## src/rtl/md5_pkg.sv

```systemverilog
// Shared types and constants for the MD5 string-matching pipeline:
// driver state encoding, result status codes and command legality.
package md5_pkg;

  typedef enum logic [3:0] {
    ST_IDLE       = 4'd0,
    ST_START      = 4'd1,
    ST_STREAM     = 4'd2,
    ST_WAIT_DONE  = 4'd3,
    ST_STATUS     = 4'd4,
    ST_POS_HI     = 4'd5,
    ST_POS_LO     = 4'd6,
    ST_CHAR_LOAD  = 4'd7,
    ST_CHAR_SEND  = 4'd8,
    ST_CHAR_SHIFT = 4'd9
  } state_e;

  localparam logic [7:0] CODE_NO_MATCH = 8'h00;
  localparam logic [7:0] CODE_MATCH    = 8'h01;
  localparam logic [7:0] CODE_ILLEGAL  = 8'hFE;
  localparam logic [7:0] CODE_TIMEOUT  = 8'hFF;

  localparam int unsigned MD5_MAX_MSG_BITS = 448;

  // A string length is usable only as whole, nonzero bytes within one block.
  function automatic logic str_len_legal(input logic [15:0] len,
                                         input int unsigned max_bits);
    return (len != 16'd0) && (len[2:0] == 3'd0) && (32'(len) <= max_bits);
  endfunction

endpackage

```

## src/rtl/proc_batch_driver.sv

```systemverilog
// Command-side driver: issues one batch to the string processor/matcher,
// streams its bytes, waits for completion and frames the result bytes.
module proc_batch_driver
  import md5_pkg::*;
#(
  parameter int unsigned MAX_STR_BITS   = 440,
  parameter int unsigned TIMEOUT_CYCLES = 65535
) (
  input  logic         clk,
  input  logic         reset_n,
  input  logic         cmd_valid,
  output logic         cmd_ready,
  input  logic [127:0] cmd_target_hash,
  input  logic [15:0]  cmd_str_len,
  input  logic [15:0]  cmd_num_bytes,
  input  logic [7:0]   in_data,
  input  logic         in_valid,
  output logic         in_ready,
  output logic [7:0]   out_data,
  output logic         out_valid,
  input  logic         out_ready,
  output logic         proc_start,
  output logic [15:0]  proc_num_bytes,
  output logic [127:0] proc_target_hash,
  output logic [15:0]  proc_str_len,
  output logic [7:0]   proc_data,
  output logic         proc_data_valid,
  output logic         proc_match_char_next,
  input  logic         proc_done,
  input  logic         proc_match,
  input  logic [15:0]  proc_byte_pos,
  input  logic [7:0]   proc_match_char
);

  localparam logic [15:0] TIMEOUT_LIMIT = 16'(TIMEOUT_CYCLES);
  localparam logic        TIMEOUT_EN    = (TIMEOUT_CYCLES != 0);

  state_e         state_q, state_d;
  logic           cmd_ready_q, cmd_ready_d;
  logic           in_ready_q, in_ready_d;
  logic [127:0]   hash_q, hash_d;
  logic [15:0]    str_len_q, str_len_d;
  logic [15:0]    num_bytes_q, num_bytes_d;
  logic [12:0]    char_cnt_q, char_cnt_d;
  logic [15:0]    remaining_q, remaining_d;
  logic [15:0]    timeout_q, timeout_d;
  logic           match_q, match_d;
  logic [15:0]    byte_pos_q, byte_pos_d;
  logic [7:0]     code_q, code_d;
  logic [7:0]     out_data_q, out_data_d;
  logic           out_valid_q, out_valid_d;
  logic [7:0]     proc_data_q, proc_data_d;
  logic           proc_data_valid_q, proc_data_valid_d;
  logic           proc_start_q, proc_start_d;
  logic           char_next_q, char_next_d;

  // Next-state and registered-output computation for the batch sequencer.
  always_comb begin
    state_d           = state_q;
    hash_d            = hash_q;
    str_len_d         = str_len_q;
    num_bytes_d       = num_bytes_q;
    char_cnt_d        = char_cnt_q;
    remaining_d       = remaining_q;
    timeout_d         = timeout_q;
    match_d           = match_q;
    byte_pos_d        = byte_pos_q;
    code_d            = code_q;
    out_data_d        = out_data_q;
    out_valid_d       = out_valid_q;
    proc_data_d       = proc_data_q;
    proc_data_valid_d = 1'b0;
    proc_start_d      = 1'b0;
    char_next_d       = 1'b0;

    case (state_q)
      ST_IDLE: begin
        if (cmd_valid && cmd_ready_q) begin
          hash_d      = cmd_target_hash;
          str_len_d   = cmd_str_len;
          num_bytes_d = cmd_num_bytes;
          char_cnt_d  = cmd_str_len[15:3];
          if (str_len_legal(cmd_str_len, MAX_STR_BITS)) begin
            state_d      = ST_START;
            proc_start_d = 1'b1;
          end else begin
            state_d = ST_STATUS;
            code_d  = CODE_ILLEGAL;
          end
        end else begin
          state_d = ST_IDLE;
        end
      end
      ST_START: begin
        remaining_d = num_bytes_q;
        state_d     = ST_STREAM;
      end
      ST_STREAM: begin
        // The timeout window starts fresh on every entry into WAIT_DONE.
        timeout_d = 16'd0;
        if (remaining_q == 16'd0) begin
          state_d = ST_WAIT_DONE;
        end else if (in_valid && in_ready_q) begin
          proc_data_d       = in_data;
          proc_data_valid_d = 1'b1;
          remaining_d       = remaining_q - 16'd1;
          state_d           = (remaining_q == 16'd1) ? ST_WAIT_DONE : ST_STREAM;
        end else begin
          state_d = ST_STREAM;
        end
      end
      ST_WAIT_DONE: begin
        if (proc_done) begin
          match_d    = proc_match;
          byte_pos_d = proc_match ? proc_byte_pos : 16'd0;
          code_d     = proc_match ? CODE_MATCH : CODE_NO_MATCH;
          state_d    = ST_STATUS;
        end else if (TIMEOUT_EN && (timeout_q == TIMEOUT_LIMIT)) begin
          match_d = 1'b0;
          code_d  = CODE_TIMEOUT;
          state_d = ST_STATUS;
        end else begin
          timeout_d = timeout_q + 16'd1;
        end
      end
      ST_STATUS: begin
        if (!out_valid_q) begin
          out_data_d  = code_q;
          out_valid_d = 1'b1;
        end else if (out_ready) begin
          out_valid_d = 1'b0;
          state_d     = ((code_q == CODE_MATCH) || (code_q == CODE_NO_MATCH))
                        ? ST_POS_HI : ST_IDLE;
        end else begin
          out_valid_d = 1'b1;
        end
      end
      ST_POS_HI: begin
        if (!out_valid_q) begin
          out_data_d  = byte_pos_q[15:8];
          out_valid_d = 1'b1;
        end else if (out_ready) begin
          out_valid_d = 1'b0;
          state_d     = ST_POS_LO;
        end else begin
          out_valid_d = 1'b1;
        end
      end
      ST_POS_LO: begin
        if (!out_valid_q) begin
          out_data_d  = byte_pos_q[7:0];
          out_valid_d = 1'b1;
        end else if (out_ready) begin
          out_valid_d = 1'b0;
          state_d     = match_q ? ST_CHAR_LOAD : ST_IDLE;
        end else begin
          out_valid_d = 1'b1;
        end
      end
      ST_CHAR_LOAD: begin
        out_data_d  = proc_match_char;
        out_valid_d = 1'b1;
        state_d     = ST_CHAR_SEND;
      end
      ST_CHAR_SEND: begin
        if (out_ready) begin
          out_valid_d = 1'b0;
          char_cnt_d  = char_cnt_q - 13'd1;
          if (char_cnt_q != 13'd1) begin
            char_next_d = 1'b1;
            state_d     = ST_CHAR_SHIFT;
          end else begin
            state_d = ST_IDLE;
          end
        end else begin
          out_valid_d = 1'b1;
        end
      end
      ST_CHAR_SHIFT: begin
        // The matcher advances on this cycle's pulse; sample the new char next.
        state_d = ST_CHAR_LOAD;
      end
      default: begin
        state_d     = ST_IDLE;
        out_valid_d = 1'b0;
      end
    endcase

    cmd_ready_d = (state_d == ST_IDLE);
    in_ready_d  = (state_d == ST_STREAM) && (remaining_d != 16'd0);
  end

  // State and output registers.
  always_ff @(posedge clk or negedge reset_n) begin
    if (!reset_n) begin
      state_q           <= ST_IDLE;
      cmd_ready_q       <= 1'b1;
      in_ready_q        <= 1'b0;
      hash_q            <= 128'd0;
      str_len_q         <= 16'd0;
      num_bytes_q       <= 16'd0;
      char_cnt_q        <= 13'd0;
      remaining_q       <= 16'd0;
      timeout_q         <= 16'd0;
      match_q           <= 1'b0;
      byte_pos_q        <= 16'd0;
      code_q            <= 8'd0;
      out_data_q        <= 8'd0;
      out_valid_q       <= 1'b0;
      proc_data_q       <= 8'd0;
      proc_data_valid_q <= 1'b0;
      proc_start_q      <= 1'b0;
      char_next_q       <= 1'b0;
    end else begin
      state_q           <= state_d;
      cmd_ready_q       <= cmd_ready_d;
      in_ready_q        <= in_ready_d;
      hash_q            <= hash_d;
      str_len_q         <= str_len_d;
      num_bytes_q       <= num_bytes_d;
      char_cnt_q        <= char_cnt_d;
      remaining_q       <= remaining_d;
      timeout_q         <= timeout_d;
      match_q           <= match_d;
      byte_pos_q        <= byte_pos_d;
      code_q            <= code_d;
      out_data_q        <= out_data_d;
      out_valid_q       <= out_valid_d;
      proc_data_q       <= proc_data_d;
      proc_data_valid_q <= proc_data_valid_d;
      proc_start_q      <= proc_start_d;
      char_next_q       <= char_next_d;
    end
  end

  assign cmd_ready            = cmd_ready_q;
  assign in_ready             = in_ready_q;
  assign out_data             = out_data_q;
  assign out_valid            = out_valid_q;
  assign proc_start           = proc_start_q;
  assign proc_num_bytes       = num_bytes_q;
  assign proc_target_hash     = hash_q;
  assign proc_str_len         = str_len_q;
  assign proc_data            = proc_data_q;
  assign proc_data_valid      = proc_data_valid_q;
  assign proc_match_char_next = char_next_q;

endmodule

```

## config.mk

```make
export PLATFORM = sky130hd
export DESIGN_NAME = proc_batch_driver
export DESIGN_NICKNAME = d
export VERILOG_FILES = /design/src/rtl/md5_pkg.sv /design/src/rtl/proc_batch_driver.sv
export SDC_FILE = /design/constraint.sdc
export NUM_CORES = 1
export LEC_CHECK = 0
export BUFFER_PORTS_ARGS = -buffer_cell sky130_fd_sc_hd__clkbuf_2
export CAP_MARGIN = 20
export CORE_ASPECT_RATIO = 0.75
export CORE_MARGIN = 4
export CORE_UTILIZATION = 45
export CTS_CLUSTER_DIAMETER = 30
export DETAILED_ROUTE_END_ITERATION = 10
export PLACE_DENSITY = 0.76
export SLEW_MARGIN = 20
export SYNTH_ARGS = -nofsm -noshare
export SYNTH_HDL_FRONTEND = slang
export SYNTH_SLANG_ARGS = --single-unit
```

## constraint.sdc

```tcl
create_clock -name clk -period 2.8 [get_ports clk]
set_input_delay 0.84 -clock clk [delete_from_list [all_inputs] [get_ports clk]]
set_output_delay 0.84 -clock clk [all_outputs]
set_load 0.01 [all_outputs]
```

==> summary.txt <==
GRT
  • Antenna violations before repair: 0
  • First-pass GRT wire length: 54.4 mm
  • Gr ovfl total: 0
  • GR Util All Layers: between 20 and 25%
  • Vias in the first global route: 10,600
  • Largest net degree at the start of global routing: 164

Yosys
  • Syn Std Cell Area: 10,900 um^2
  • Yosys top cell area share: 57.2%
  • Synth area leader: dfrtp_1
  • Main synth FF type: dfrtp_1
  • FFs w/ async S/R, synth: 100%
  • Yosys reg bits: 250
  • Syn Nets: 1,439
  • Syn. warnings: 0
  • Library cells used by synthesis: 70
  • Post-synthesis sequential area ratio: 57.5%
  • Number of flops mapped to enable cells by yosys: 0
  • Top cells by area, synth: dfrtp_1 (57%), nand2_1 (20%), o21ai_0 (2.2%)
  • Synthesized area per cell: 8.82 um^2
  • Synth cell count leaders: nand2_1 (585), dfrtp_1 (249), clkbuf_1 (53), o21ai_0 (47), nor2_1 (42)
  • Mapped Cells: ~1,200
  • Most frequent cell after synthesis: nand2_1

Setup path
  • Kind of cell adding the most delay to the critical path: simple AND/OR/NAND/NOR gates
  • Worst Setup SP: remaining_q[10]
  • CP required: 3.19 ns
  • Reg2reg start: remaining_q[10]
  • CP peak stage delay: approximately 0.55 ns
  • CP Buf/Inv Count: 1
  • R2R setup slack: between 0.008 and 0.009 ns
  • Critical Path AT: about 3.2 ns
  • Crit Path Max Fanout: 6
  • Worst Reg2Reg Path Length in Cells: 8
  • Crit-path cells: or4_1 -> or4b_4 -> o211ai_1 -> mux2i_1 -> nand4b_1 -> nor4_2 -> buf_4 -> a31oi_1
  • Worst path slowest cell: or4_1
  • Crit path launch type: register
  • Critical Path Sink Type: register
  • Crit path kind: register to register
  • CP Depth: 8
  • Reg-to-Reg End: in_ready

Min path
  • Hold Path Class: input port to async pin

Finish
  • Layout cell share with drive strength beyond 1: 33.2%
  • N_diodes: 0
  • Final non-filler cell total: around 2,000
  • Final core area utilization: between 60% and 70%
  • Nets: 1,873
  • Finished Cell Area: 15,200 um^2
  • Syn-to-layout area delta: 39.7%

Placed design
  • Pre-CTS WS: -0.217 ns
  • Detail Placement HPWL: 23.9 mm
  • Cell Area, Placed: about 14,000 um^2
  • Final GP Congestion: 0.890
  • Inst Count DP: around 1,900
  • Port Buffers: 380

Run status
  • Outcome: finished clean

Clock network
  • Clock transition at path regs: 0.05 ns
  • Clk buf depth: 3
  • CTS Buf Count: 48
  • CTS tree: done
  • Root buf cell: clkbuf_16
  • Clock Latency Late Sink: approximately 0.52 ns
  • H-tree depth: 2
  • Sink Count: 250

Routing
  • Vias after detailed routing: a little over 10,000
  • Number of detailed-route iterations in the first pass: 5
  • WL/cell: 16.8 um
  • 1st-iter DRT viols: roughly 780
  • Routed Antenna Nets: 0
  • DRC: 0
  • Drt total wl: 33.7 mm
  • Vias/cell: 5.18

STA
  • RSZ-0062 raised after global routing: yes
  • Final WS setup: 0.00844 ns
  • Final Hold Viols: 0
  • Max frequency: between 300 and 400 MHz
  • Fin crit share: ~100%
  • Worst slew margin: 45.9%
  • Max Slew Vio Count: 0
  • Final worst clock skew: roughly 0.013 ns
  • Final Setup Violations: 0
  • Hold WS: approximately 0.25 ns
  • Least-Margin Pin Slew: 0.812 ns
  • Final min period: roughly 2.8 ns

Pwr
  • Power Dens Cells: between 1000 and 1500 nW/um^2
  • Maximum vdd ir drop: between 0.7 and 0.8 mV
  • Lkg Pwr: between 8 and 9 nW

Floorplan
  • # IOs: 381
  • Starting density of the core: 46.5%
  • Core area: 23,400 um^2
  • Site row count: 48
  • Die area: 26,800 um^2
  • Die H: 143 um
  • Die width: approximately 190 um

Run
  • Max-Cap Viols: 0
## worst register-to-register path, cell delays in order (launching register included)
cell and delay [ns]:
dfrtp_1 0.37, or4_1 0.55, or4b_4 0.55, o211ai_1 0.26, mux2i_1 0.26, nand4b_1 0.14, nor4_2 0.32, buf_4 0.15
a31oi_1 0.06
## final cells by class
| type | count | area, um^2 |
|---|---|---|
| inverters | 18 | 71.3 |
| repair buffers | 447 | 2500 |
| clock inverters | 34 | 378 |
| well taps | 300 | 375 |
| fillers | 1993 | 8210 |
| clock buffers | 55 | 1290 |
| flip-flops and latches | 250 | 6260 |
| multi-input cells | 903 | 4340 |
## worst max-delay path by stage
stage and endpoint:
3_3_place_gp in_ready, 2_1_floorplan in_ready, 6_report in_ready, 3_5_place_dp in_ready, 5_1_grt in_ready, 4_1_cts in_ready
## power breakdown
group / switching [mW] / total, mW / internal, mW / leakage, nW
sequential: 0.825 / 5.70 / 4.87 / 3.12
combinational: 2.71 / 4.35 / 1.65 / 4.29
clock: 2.00 / 5.81 / 3.81 / 0.803
total: 5.53 / 15.9 / 10.3 / 8.21
## layout by cell type (no fill, tap or decap), types with 9 or more instances in the layout
master and count:
a21oi_1 14, nand3_1 21, inv_1 17, a22oi_1 15
dfrtp_1 249, nor2_1 41, o21ai_0 47, clkbuf_2 379
o211ai_1 9, nor3_1 16, clkbuf_16 49, nand2_1 584
buf_4 60
## routing by layer
layer	share of wire [%]	GRT usage (%)
met1	43	33.0
met4	2.9	7.95
met3	8.8	7.16
met2	46	39.1
met5	0	0
## sequential cells by signal, summed over array words and instances, names as in the netlist
register	flops
out_valid	1
proc_str_len	16
byte_pos_q	16
char_cnt_q	13
timeout_q	16
match_q	1
proc_num_bytes	16
proc_start	1
code_q	2
proc_target_hash	128
out_data	8
in_ready	1
remaining_q	16
cmd_ready	1
proc_data_valid	1
state_q	4
proc_match_char_next	1
proc_data	8
## cell families after synthesis
group,Yosys count,share of synthesized area [%]
AO/OA/AOI/OAI,140,8.64
XOR/XNOR,8,0.643
adder cells (fa/ha/maj),6,0.689
buffers and inverters,81,2.88
flip-flops,250,57.5
multiplexers,12,1.20
AND/OR/NAND/NOR,737,28.5
## repair_timing
| item | CTS | global route |
|---|---|---|
| hold buffers | 0 | 0 |
| resized for setup | 2 | 4 |
| setup endpoints to repair | 1 | 10 |
| pin swaps | 0 | 1 |
| buffers inserted | 0 | 0 |
## through the flow
step / power, mW / setup TNS (ns)
finish: 15.9 / 0
global route: 16.8 / -0.161
CTS: 16.0 / 0
detailed placement: 10.1 / -0.268
global placement: 9.95 / -0.214
floorplan: 7.89 / -0.0450
(Power assumes the default switching activity.)
